===== src/rtl/disp_scheduler.sv =====
// Display arbiter: shares the seven-segment digit codes between a live client A
// and a timed, optionally blinking one-shot message from client B.
`ifndef BCD_BLANK
`define BCD_BLANK 5'h1F
`endif

module disp_scheduler #(
  parameter int NUM_DIGITS  = 4,
  parameter int HOLD_CYCLES = 50_000_000,
  parameter int BLINK_DIV   = 12_500_000
) (
  input  logic                    clk,
  input  logic                    rst,
  input  logic                    a_req,
  input  logic [5*NUM_DIGITS-1:0] a_digits,
  input  logic                    b_req,
  input  logic [5*NUM_DIGITS-1:0] b_digits,
  input  logic                    blink_en,
  output logic                    b_ack,
  output logic [5*NUM_DIGITS-1:0] disp_code,
  output logic [1:0]              owner
);

  localparam int DW = 5 * NUM_DIGITS;
  localparam int HW = $clog2(HOLD_CYCLES + 1);
  localparam int BW = $clog2(BLINK_DIV + 1);
  localparam logic [HW-1:0] HOLD_LAST  = HW'(HOLD_CYCLES - 1);
  localparam logic [BW-1:0] BLINK_LAST = BW'(BLINK_DIV - 1);
  localparam logic [DW-1:0] BLANK_ALL  = {NUM_DIGITS{`BCD_BLANK}};

  typedef enum logic [1:0] {
    IDLE   = 2'b00,
    SHOW_A = 2'b01,
    SHOW_B = 2'b10
  } state_t;

  state_t          r_state;
  logic [DW-1:0]   r_disp;
  logic [DW-1:0]   r_msg;
  logic [HW-1:0]   r_hold;
  logic [BW-1:0]   r_blink_cnt;
  logic            r_phase_on;
  logic            r_ack;

  state_t          w_next_state;
  logic [DW-1:0]   w_disp_next;
  logic [DW-1:0]   w_msg_next;
  logic [HW-1:0]   w_hold_next;
  logic [BW-1:0]   w_blink_next;
  logic            w_phase_next;
  logic            w_ack_next;

  // Next-state, counter and display-code computation
  always_comb begin
    w_next_state = r_state;
    w_disp_next  = BLANK_ALL;
    w_msg_next   = r_msg;
    w_hold_next  = r_hold;
    w_blink_next = r_blink_cnt;
    w_phase_next = r_phase_on;
    w_ack_next   = 1'b0;

    case (r_state)
      IDLE: begin
        if (b_req)      w_next_state = SHOW_B;
        else if (a_req) w_next_state = SHOW_A;
        else            w_next_state = IDLE;
      end
      SHOW_A: begin
        if (b_req)       w_next_state = SHOW_B;
        else if (!a_req) w_next_state = IDLE;
        else             w_next_state = SHOW_A;
      end
      SHOW_B: begin
        if (b_req)                    w_next_state = SHOW_B;
        else if (r_hold == HOLD_LAST) w_next_state = a_req ? SHOW_A : IDLE;
        else                          w_next_state = SHOW_B;
      end
      default: w_next_state = IDLE;
    endcase

    // Acceptance restarts the message with a fresh hold window and ON phase
    if (b_req) begin
      w_ack_next   = 1'b1;
      w_msg_next   = b_digits;
      w_hold_next  = {HW{1'b0}};
      w_blink_next = {BW{1'b0}};
      w_phase_next = 1'b1;
    end else if (r_state == SHOW_B) begin
      if (r_hold == HOLD_LAST) begin
        w_hold_next = {HW{1'b0}};
      end else begin
        w_hold_next = r_hold + HW'(1);
      end
      if (r_blink_cnt == BLINK_LAST) begin
        w_blink_next = {BW{1'b0}};
        w_phase_next = ~r_phase_on;
      end else begin
        w_blink_next = r_blink_cnt + BW'(1);
      end
    end else begin
      w_hold_next  = {HW{1'b0}};
      w_blink_next = {BW{1'b0}};
      w_phase_next = 1'b1;
    end

    case (w_next_state)
      SHOW_A: w_disp_next = a_digits;
      SHOW_B: begin
        if (w_phase_next || !blink_en) w_disp_next = w_msg_next;
        else                           w_disp_next = BLANK_ALL;
      end
      default: w_disp_next = BLANK_ALL;
    endcase
  end

  // State, counters and registered outputs
  always_ff @(posedge clk) begin
    if (rst) begin
      r_state     <= IDLE;
      r_disp      <= BLANK_ALL;
      r_msg       <= BLANK_ALL;
      r_hold      <= {HW{1'b0}};
      r_blink_cnt <= {BW{1'b0}};
      r_phase_on  <= 1'b1;
      r_ack       <= 1'b0;
    end else begin
      r_state     <= w_next_state;
      r_disp      <= w_disp_next;
      r_msg       <= w_msg_next;
      r_hold      <= w_hold_next;
      r_blink_cnt <= w_blink_next;
      r_phase_on  <= w_phase_next;
      r_ack       <= w_ack_next;
    end
  end

  assign b_ack     = r_ack;
  assign disp_code = r_disp;
  assign owner     = r_state;

endmodule


===== config.mk =====
export PLATFORM = sky130hd
export DESIGN_NAME = disp_scheduler
export DESIGN_NICKNAME = d
export VERILOG_FILES = /design/src/rtl/disp_scheduler.sv
export SDC_FILE = /design/constraint.sdc
export NUM_CORES = 1
export LEC_CHECK = 0
export ABC_CLOCK_PERIOD_IN_PS = 3800
export CAP_MARGIN = 20
export CORE_MARGIN = 3
export CORE_UTILIZATION = 63
export CTS_CLUSTER_DIAMETER = 60
export DETAILED_ROUTE_END_ITERATION = 7
export DONT_BUFFER_PORTS = 1
export PLACE_DENSITY = 0.79
export SYNTH_ARGS = -nofsm -noshare
export SYNTH_HDL_FRONTEND = slang
export SYNTH_SLANG_ARGS = --single-unit

===== constraint.sdc =====
create_clock -name clk -period 3.8 [get_ports clk]
set_input_delay 0.76 -clock clk [delete_from_list [all_inputs] [get_ports clk]]
set_output_delay 0.76 -clock clk [all_outputs]
set_load 0.01 [all_outputs]

# Word level (Yosys, flattened, before mapping)
# Index checks and enable logic that the tools add are counted.
# word_totals
register_bits	94
# classes
add_sub_neg	2
n_eq_ne	6
muxes	12
bitwise	2
reduce_logical	6
# op_table
cell	n
20-bit two-way mux	2
20-bit case mux with 2 select lines	1
26-bit by 1-bit adder with 26-bit output, second input constant	1
26-bit equality test, second input constant	1
24-bit by 1-bit adder with 24-bit output, second input constant	1
24-bit equality test, second input constant	1
4-bit OR reduction	2
2-bit two-way mux	3
1-bit two-way mux	5
2-bit by 1-bit equality test with 1-bit output, second input constant	2
2-bit equality test, second input constant	2
2-bit case mux with 2 select lines	1
2-bit zero test	1
1-bit inverter	2
2-bit OR reduction	1
1-bit zero test	1
1-bit logical OR	1

# Logic depth before layout (Yosys ltp)
# logic_depth
word_depth	7
depth_mapped	11
depth_no_buf	9

# Least setup slack after synthesis
# No wires, ideal clock.
# synth_timing
kind	input port to flip-flop
startpoint	input b_req
endpoint	register r_disp[10], in the netlist disp_code[10]
arrival_time_ps	2764
required_time_ps	3683
setup_slack_ps	919
path_stages	9
path_buffers	3
path_cell_list	clkbuf_1 buf_1 nor2_1 a21oi_1 o21ai_2 ha_1 dlygate4sd3_1 a22oi_1 nand2_2
# synth_via
elab_chain_len	4
# synth_lines
element	line_no	rtl
start, declared	16	input logic b_req,
2-bit two-way mux (tied with other cells)	75	if (b_req) w_next_state = SHOW_B;
2-bit case mux with 2 select lines or 1-bit logical OR (tied branches)	63, 110	
2-bit equality test (tied with other cells)	107	case (w_next_state)
20-bit case mux with 2 select lines *	107	
end signal, assigned	129	r_disp <= w_disp_next;
end, declared	38	logic [DW-1:0] r_disp;
# Every way passes the cells marked *; elsewhere a longest branch is shown, timed or not.
# A chain may end at the register's enable or synchronous reset.

# Worst setup path after layout
# layout_timing
startpoint	register r_hold[11]
endpoint	register r_disp[18], in the netlist disp_code[18]
# layout_via
elab_chain_len	6
# layout_lines
element	line_no	rtl
start, declared	40	logic [HW-1:0] r_hold;
start signal, assigned	123	r_hold <= {HW{1'b0}};
start signal, assigned	131	r_hold <= w_hold_next;
26-bit equality test *	76	else if (r_hold == HOLD_LAST) w_next_state = a_req ? SHOW_A : IDLE;
2-bit two-way mux *	76	
2-bit two-way mux *	75	
2-bit case mux with 2 select lines *	63	case (r_state)
via w_next_state[1]	45	state_t w_next_state;
2-bit equality test or 2-bit by 1-bit equality test with 1-bit output (tied branches)	107	
20-bit case mux with 2 select lines *	107	
# The timed path passes the listed nets; every way through them passes the cells marked *.

==> results_dict.tcl <==
set metrics [dict create \
    drive_gt1_share_pct 22.38 \
    cts_setup_buffers 0 \
    grtUsageTotal_pct 20.95 \
    core_area_mm2 0.006061 \
    postCtsHoldBufs 0 \
    seq_power_share_pct 59.6 \
    place.gp.congestion 0.8576 \
    p_leak_uw 0.001347 \
    cts.sinks 94 \
    via_count 2879 \
    worstPathRequired_ns 4.04 \
    worst_slew_pin_slew_ns 0.7150 \
    pre_cts_ws_ns 0.6620 \
    portBuffers 0 \
    drt_pre_antenna_iters 4 \
    die-height_um 86.23 \
    htreeDepth 3 \
    synth_most_common_cell "dfxtp_1" \
    switching_power_uw 432.6 \
    ys_seq_elements 94 \
    synth_cell_types 48 \
    drt_iter0_markers 118 \
    hp-class "reg2reg" \
    num_rows 28 \
    synthTopCellsByCount "dfxtp_1 (94), nor2_1 (57), xnor2_1 (24)" \
    cp_max_fo 21 \
    synth_edf_count 0 \
    slew-limit-headroom_pct 52.33 \
    drc 0 \
    hpwl_mm 5.213 \
    syn_avg_cell_area_um2 9.564 \
    clockBufferDepth 2 \
    grt_first_pass_wirelength_mm 12.90 \
    syn_inst 424 \
    synth_nets 473 \
    synth_area_mm2 0.004055 \
    yosysTopAreaCell "dfxtp_1" \
    fin_crit_ns 3.155 \
    grt_start_max_net_pins 27 \
    globalRouteOverflowTotal 0 \
    wirelength_mm 7.361 \
    p_clk_share_pct 34.3 \
    synthToLayoutAreaGrowth_pct 3.764 \
    yosysWarnings 0 \
    start_kind "flip-flop" \
    combPwrFrac_pct 6.0 \
    clk_pin_slew_ns 0.09 \
    holdWs_ns 0.4546 \
    netlist.area_leader.share_pct 46.41 \
    max_freq_mhz 317.0 \
    ys_seq_area_share_pct 46.41 \
    wl_per_cell_um 14.87 \
    antenna_found_initial 0 \
    ys.flop_type "dfxtp_1" \
    die_area_mm2 0.007436 \
    hold_violations 0 \
    setup_viol 0 \
    maxCapViolations 0 \
    status "completed" \
    switching_share_pct 24.66 \
    nets 464 \
    clk_latency_ns 0.35 \
    antenna_left 0 \
    cts_tree "done" \
    avgViaCountPerCell 5.816 \
    fp.dieW_um 86.23 \
    ioPinCount 68 \
    rsz0062_at_grt "no" \
    drv_slew 0 \
    cts_resized 0 \
    crit_path_end_kind "flip-flop" \
    first_global_vias 2835 \
    antennaDiodeCount 0 \
    cp.arrival_ns 3.39 \
    ys_top_cells_by_area "dfxtp_1 (46%), mux2_2 (5.6%), nor2_1 (5.3%)" \
    initial_core_util_pct 66.91 \
    p_per_area_mw_per_mm2 416.8 \
    peakVddDrop_mv 0.3266 \
    fin_skew_ns 0.01339 \
    post-route-period-util_pct 83.02 \
    clockRootBuffer "clkbuf_8" \
    p_int_uw 1321 \
    crit_type "reg2reg" \
    num-fill-cells 478 \
    fin_ws_ns 0.6453 \
    ys_async_sr_fraction_pct 0 \
    finalPower_uw 1754 \
    fin_setup_tns_ns 0 \
    numCtsBuffers 9 \
]
==> flip-flops by register name (all words and copies together) (netlist names) <==
signal / cells
r_phase_on: 1
r_hold: 26
disp_code: 20
r_blink_cnt: 24
owner: 2
r_msg: 20
b_ack: 1
==> power by group through the flow <==
stage / Clock, uW / Combinational (uW) / Sequential (uW)
2_1_floorplan: 0 / 102 / 1060
3_3_place_gp: 0 / 103 / 1070
3_5_place_dp: 0 / 107 / 1070
4_1_cts: 618 / 107 / 1050
5_1_grt: 657 / 119 / 1050
6_report: 602 / 106 / 1050
==> per-layer routing <==
metal	GRT usage (%)	vias up	routed length [um]
met3	4.848	8	454
met5	0	-	0
met2	35.11	68	3418
li1	-	1436	-
met1	26.55	1367	3398
met4	7.365	0	90
==> logic make-up (layout without fill, tap and decap cells) <==
logic type	count (synthesis)	count (layout)	share of synthesized area [%]
AOI/OAI and AO/OA	35	35	5.985
xor gates and xnor gates	41	41	8.855
adders and majority gates	4	4	1.234
buffers and inverters	30	26	4.505
DFF	94	94	46.41
muxes	20	20	5.554
and+or+nand+nor	200	200	27.46
==> final timing paths <==
| kind | start | to | slack, ns | depth (start not counted) |
|---|---|---|---|---|
| max | r_hold[11] | disp_code[18] | 0.65 | 11 |
| min | r_blink_cnt[0] | r_blink_cnt[0] | 0.45 | 1 |
| max reg2reg | r_hold[11] | disp_code[18] | 0.65 | 11 |
| min reg2reg | r_blink_cnt[0] | r_blink_cnt[0] | 0.45 | 1 |
==> stage by stage <==
step,area (um^2),std cells,utilization (%)
after floorplan,4055,424,-
after global placement,4026,479,66.43
after detailed placement,4026,479,66.43
after CTS,4208,495,69.43
after global routing,4208,495,69.43
final,4208,495,69.43
==> final cells by class <==
type / instances / area (um^2) / share of cell area, %
Tap cell: 75 / 93.84 / 2.230
Timing Repair Buffer: 3 / 22.52 / 0.5352
Inverter: 7 / 26.28 / 0.6244
Sequential cell: 94 / 1882 / 44.72
Clock inverter: 6 / 53.80 / 1.279
Multi-Input combinational cell: 300 / 2002 / 47.58
Clock buffer: 10 / 127.6 / 3.033
==> cells in the final DEF (no fill, tap or decap), drive strengths merged <==
cell type,synthesis,routed
nor4bb,2,2
nand4,14,14
nand3,19,19
nor4b,4,4
clkinvlp,0,1
nand3b,1,1
nor3,7,7
dfxtp,94,94
nand4b,1,1
and2,2,2
o21ai,7,7
a311oi,1,1
and3,4,4
nor3b,2,2
nor2b,1,1
nand2,41,41
ha,4,4
or2,23,23
a21oi,6,6
clkinv,0,2
o41ai,1,1
a22oi,20,20
and4,6,6
mux2,20,20
nor2,58,58
xnor2,24,24
or3,6,6
clkbuf,10,10
buf,12,3
or4,2,2
inv,7,10
xor2,17,17
nor4,7,7
==> critical path: stages (launching register included) <==
cell	delay [ns]
dfxtp_1	0.38
nor4_1	0.34
nand4_1	0.21
or4_4	0.61
o21ai_2	0.18
inv_1	0.06
ha_1	0.19
buf_4	0.20
and4_1	0.24
a311oi_4	0.19
buf_4	0.36
nand2_2	0.08
Power figures use the tool's default switching activity.
